<file path="src/rtl/sha256_w_sched_ctrl.sv">
`default_nettype none
// ============================================================================
// Module      : sha256_w_sched_ctrl
// Description : SHA-256 message-schedule sequencer. It holds a 16-word sliding
//               window and streams W_0..W_(ROUNDS-1) over valid/ready.
// Revision    : 1.0 - initial release
// ============================================================================
module sha256_w_sched_ctrl #(
    parameter int ROUNDS = 64
) (
    input  logic         CLK,
    input  logic         RST,
    input  logic         in_valid,
    output logic         in_ready,
    input  logic [511:0] block_in,
    input  logic         abort,
    output logic         w_valid,
    input  logic         w_ready,
    output logic [31:0]  w_out,
    output logic [6:0]   w_round,
    output logic         w_last,
    output logic         done,
    output logic         busy
);

    typedef enum logic [0:0] {
        ST_IDLE = 1'b0,
        ST_RUN  = 1'b1
    } state_t;

    localparam logic [6:0] c_LAST_T = 7'(ROUNDS - 1);

    state_t      state_q, state_d;
    logic [6:0]  t_q, t_d;
    logic [31:0] win_q [16];
    logic [31:0] win_d [16];
    logic        done_q, done_d;

    logic        w_run;
    logic        w_beat;
    logic        w_is_last;
    logic        w_load;
    logic [31:0] w_new_word;

    function automatic logic [31:0] rotr(input logic [31:0] x, input int n);
        return (x >> n) | (x << (32 - n));
    endfunction

    function automatic logic [31:0] sig0(input logic [31:0] x);
        return rotr(x, 7) ^ rotr(x, 18) ^ (x >> 3);
    endfunction

    function automatic logic [31:0] sig1(input logic [31:0] x);
        return rotr(x, 17) ^ rotr(x, 19) ^ (x >> 10);
    endfunction

    assign w_run      = (state_q == ST_RUN);
    assign w_beat     = w_run & w_ready;
    assign w_is_last  = (t_q == c_LAST_T);
    assign w_new_word = sig1(win_q[14]) + win_q[9] + sig0(win_q[1]) + win_q[0];

    // Ready on the final beat too, so a waiting block chains with no bubble.
    assign in_ready = ~RST & (~w_run | (w_beat & w_is_last));
    assign w_load   = in_valid & in_ready;

    assign w_valid = w_run;
    assign w_out   = w_run ? win_q[0] : 32'd0;
    assign w_round = w_run ? t_q : 7'd0;
    assign w_last  = w_run & w_is_last;
    assign busy    = w_run;
    assign done    = done_q;

    always_comb begin
        state_d = state_q;
        t_d     = t_q;
        done_d  = 1'b0;
        for (int i = 0; i < 16; i++) begin
            win_d[i] = win_q[i];
        end

        if (abort) begin
            state_d = ST_IDLE;
            t_d     = 7'd0;
        end else begin
            case (state_q)
                ST_IDLE: begin
                    if (w_load) begin
                        for (int i = 0; i < 16; i++) begin
                            win_d[i] = block_in[511 - 32*i -: 32];
                        end
                        t_d     = 7'd0;
                        state_d = ST_RUN;
                    end
                end
                ST_RUN: begin
                    if (w_beat) begin
                        if (w_is_last) begin
                            done_d = 1'b1;
                            t_d    = 7'd0;
                            if (w_load) begin
                                for (int i = 0; i < 16; i++) begin
                                    win_d[i] = block_in[511 - 32*i -: 32];
                                end
                            end else begin
                                state_d = ST_IDLE;
                            end
                        end else begin
                            for (int i = 0; i < 15; i++) begin
                                win_d[i] = win_q[i + 1];
                            end
                            win_d[15] = w_new_word;
                            t_d       = t_q + 7'd1;
                        end
                    end
                end
                default: begin
                    state_d = ST_IDLE;
                end
            endcase
        end
    end

    always_ff @(posedge CLK) begin
        if (RST) begin
            state_q <= ST_IDLE;
            t_q     <= 7'd0;
            done_q  <= 1'b0;
            for (int i = 0; i < 16; i++) begin
                win_q[i] <= 32'd0;
            end
        end else begin
            state_q <= state_d;
            t_q     <= t_d;
            done_q  <= done_d;
            for (int i = 0; i < 16; i++) begin
                win_q[i] <= win_d[i];
            end
        end
    end

endmodule
`default_nettype wire

</file>
<file path="config.mk">
export PLATFORM = sky130hd
export DESIGN_NAME = sha256_w_sched_ctrl
export DESIGN_NICKNAME = d
export VERILOG_FILES = /design/src/rtl/sha256_w_sched_ctrl.sv
export SDC_FILE = /design/constraint.sdc
export NUM_CORES = 2
export LEC_CHECK = 0
export BUFFER_PORTS_ARGS = -buffer_cell sky130_fd_sc_hd__buf_2
export CORE_ASPECT_RATIO = 0.8
export CORE_MARGIN = 8
export CORE_UTILIZATION = 55
export CTS_CLUSTER_SIZE = 20
export DETAILED_ROUTE_END_ITERATION = 12
export PLACE_DENSITY = 0.9
export SLEW_MARGIN = 40
export SYNTH_ARGS = -nofsm -noshare
export SYNTH_HDL_FRONTEND = slang
export SYNTH_SLANG_ARGS = --single-unit
</file>
<file path="constraint.sdc">
create_clock -name CLK -period 4.6 [get_ports CLK]
set_input_delay 0.23 -clock CLK [delete_from_list [all_inputs] [get_ports CLK]]
set_output_delay 0.23 -clock CLK [all_outputs]
set_load 0.1 [all_outputs]
</file>
==> key figures <==
Route
  • Routed vias: 29600
  • First-pass detailed-route iteration total: 7
  • Routed len/inst: between 20 and 30 um
  • DRT iter0 DRCs: between 5000 and 6000
  • Total Wirelength: between 100 and 150 mm
  • DRT antenna net count: 0
  • Drt drc: 0
  • Routed vias/inst: around 6.9

Yosys
  • Post-synth cell types: slightly above 60
  • Yosys warns: 0
  • Cells after synthesis: about 3000
  • Number of synthesized register bits: between 500 and 600
  • EDFF count, synth: 0
  • Post-synth top area cell: dfxtp_1
  • Sequential share of the synthesized area: 40.7%
  • Prevailing post-synth register cell: dfxtp_1
  • Avg Inst Size Synth: ~8.6 sq um
  • Post-synth ARST share: 0%
  • Post-synthesis instance area: about 26000 sq um
  • Largest cells by area after synthesis: dfxtp_1 (41%), a211oi_1 (14%), o22ai_1 (12%)
  • Synth Net Count: between 3000 and 4000
  • Synth top area share: around 40%

Clock tree
  • Root Buffer: clkbuf_16
  • Setup Buffers After CTS: 0
  • Clk slew on worst S/H paths: approximately 0.070 ns
  • CTS tree: yes
  • Clk_lat worst skew: about 0.62 ns
  • H-Tree Depth: 2
  • Clk sinks: about 520
  • Clock Tree Buf Depth: 3
  • Clock buffer count from CTS: 50

Finish
  • Final #Nets: between 4000 and 5000
  • Sequential cell area: between 10000 and 15000 sq um
  • Area Growth Syn to Fin: 31.2%
  • Most frequent cells in the layout: buf_2 (559), nor2_1 (519), dfxtp_1 (519), o22ai_1 (492), a211oi_1 (471)
  • Fraction of layout cells with a size suffix above 1: between 10% and 20%
  • Filler cell count: roughly 3000
  • Commonest non-fill, non-tap cell in the layout: buf_2
  • Area of the multi-input gates: 13400 sq um
  • Non-Filler Instances: roughly 4300

Die
  • Row cnt: 70
  • Die area: around 54000 sq um
  • Die width: between 200 and 300 um
  • Core box area: 45800 sq um
  • IO Count: approximately 560
  • Initial Util: 55.9%
  • Chip height: between 200 and 250 um

Setup path
  • Critical path data required time: approximately 5.1 ns
  • Crit. End Element: flip-flop
  • Worst-path maximum fanout: 5
  • CP Launch Type: flip-flop
  • Worst setup path class: reg2reg
  • CP arrival: 4.86 ns

STA
  • Final period util: 94.9%
  • RSZ-0062 raised after global routing: no
  • Clock skew: slightly above 0.03 ns
  • Period minus WS final: approximately 4.4 ns
  • Pins Over Slew Limit: 0
  • Fmax: 229 MHz
  • Slew @ Worst Pin: ~0.98 ns
  • Relative slew slack: approximately a third
  • Final Hold Fails: 1
  • Hold WS: -0.00379 ns
  • Fin Setup TNS: 0 ns
  • Endpoints failing setup: 0

Placed design
  • DP Cell Count: 3877
  • Dpl hpwl: between 70 and 80 mm
  • Gp weighted congestion: approximately 1.0
  • # port buffers: 560

Global routing
  • Vias in the first global route: roughly 28000
  • Largest net degree at the start of global routing: 198
  • Antenna violations before repair: 36
  • GRT Total Usage: a little over two fifths
  • Global-route wire length before repair: ~170 mm
  • Global route overflow: 0

Flow run
  • Max-cap viol count: 0

Power
  • VDD IR max: a little under 0.0003 V
  • Power Density: 405 nW/um^2
  • LEAKAGE: ~13 nW

Status
  • Failing checks: hold timing
  • Status: finished, violations left

Min path
  • Hold Crit Class: in2reg
[cell type report]
type | count | share of cell area (%)
inverters | 131 | 1.46
multi-input cells | 1992 | 39.8
clock buffers | 77 | 4.42
flip-flops and latches | 521 | 31.1
well taps | 612 | 2.28
diodes | 36 | 0.268
clock inverters | 13 | 0.480
repair buffers | 940 | 20.3
[report_power, final]
group / internal, mW / switching (mW)
logic: 1.64 / 2.47
registers: 4.83 / 0.339
clock network: 2.35 / 1.98
[worst max-delay path, cell delays in order, from the launching register on]
cell	delay (ns)
dfxtp_2	0.37
xnor2_1	0.14
xnor2_1	0.27
fa_1	0.46
inv_1	0.08
fa_1	0.41
inv_1	0.10
ha_1	0.24
a211o_2	0.34
a2111oi_4	0.48
o31ai_4	0.16
o2111ai_2	0.31
o41ai_2	0.14
a221oi_2	0.27
xor2_1	0.12
a2111oi_2	0.35
[metrics by stage]
step           area, sq um  util, %  power (mW)  worst slack [ns]
2_1_floorplan        25600        -        7.64             0.585
3_3_place_gp         28500     62.3        8.79             0.258
3_5_place_dp         28600     62.4        8.83             0.183
4_1_cts              33400     72.9        13.2             0.159
5_1_grt              33600     73.3        14.0           0.00566
6_report             33600     73.3        13.6             0.234
[cells by family (layout without fill, tap and decap cells)]
group                      count (synthesis)  in the layout  share of synthesized area, %
AOI/OAI and AO/OA                       1124           1124                          30.6
DFF                                      521            521                          40.7
xor gates and xnor gates                 145            145                          4.96
adders and majority gates                 94             94                          6.41
buffers and inverters                    474           1161                          7.30
and+or+nand+nor                          627            627                          9.90
other                                      0             36                             0
muxes                                      2              2                        0.0831
[flip-flops by register name, indices dropped and copies added, names as in the netlist]
register  count
busy          1
done          1
t_q           7
win_q       512
[Yosys cell counts (2+ instances only)]
cell and instances:
o31ai_1 3, o211ai_1 4, nand2b_1 4, or3_1 4, a221oi_1 26, a22oi_1 4
a2111oi_0 10, o221ai_1 3, and2_1 42, a311oi_1 3, fa_1 62, a31oi_1 3
a21o_1 14, nand3_1 7, nor2b_1 3, o21ai_0 17, xor2_1 31, nor2_1 520
inv_1 131, a41o_1 2, a211oi_1 471, o21bai_1 5, xnor2_1 114, o22ai_1 492
nand4_1 5, buf_1 20, nor3_1 6, a2111oi_2 2, clkbuf_1 252, a21oi_1 40
ha_1 32, dfxtp_1 521, nand2_1 29, a31o_2 2, a21boi_0 2, o21a_1 4
buf_2 70, and3_1 3
[routing by layer]
metal | vias to the layer above | part of all wire [%] | GRT usage, %
met1 | 13300 | 34 | 50.9
met4 | 12 | 8.9 | 26.9
met2 | 3012 | 42 | 62.3
li1 | 12300 | - | -
met5 | - | 0.058 | 0
met3 | 959 | 15 | 14.1
[timing repair]
| item | in CTS | in global routing |
|---|---|---|
| endpoints found under the setup margin | 0 | 10 |
| hold buffers | 315 | 1 |
| gates resized for setup | 0 | 7 |
| endpoints found under the hold margin | 315 | 1 |
[path summary, 6_finish.rpt]
| path | from | end | slack [ns] | depth (start not counted) |
|---|---|---|---|---|
| hold reg to reg | t_q[6]$_SDFFE_PP0P_ | t_q[6]$_SDFFE_PP0P_ | 0.48 | 2 |
| setup reg to reg | win_q[1][213]$_SDFFE_PP0P_ | win_q[1][254]$_SDFFE_PP0P_ | 0.23 | 15 |
| setup / recovery | win_q[1][213]$_SDFFE_PP0P_ | win_q[1][254]$_SDFFE_PP0P_ | 0.23 | 15 |
| hold / removal | block_in[300] | win_q[0][204]$_SDFFE_PP0P_ | -0.004 | 3 |
No activity file was read; power rests on OpenSTA's default activity.
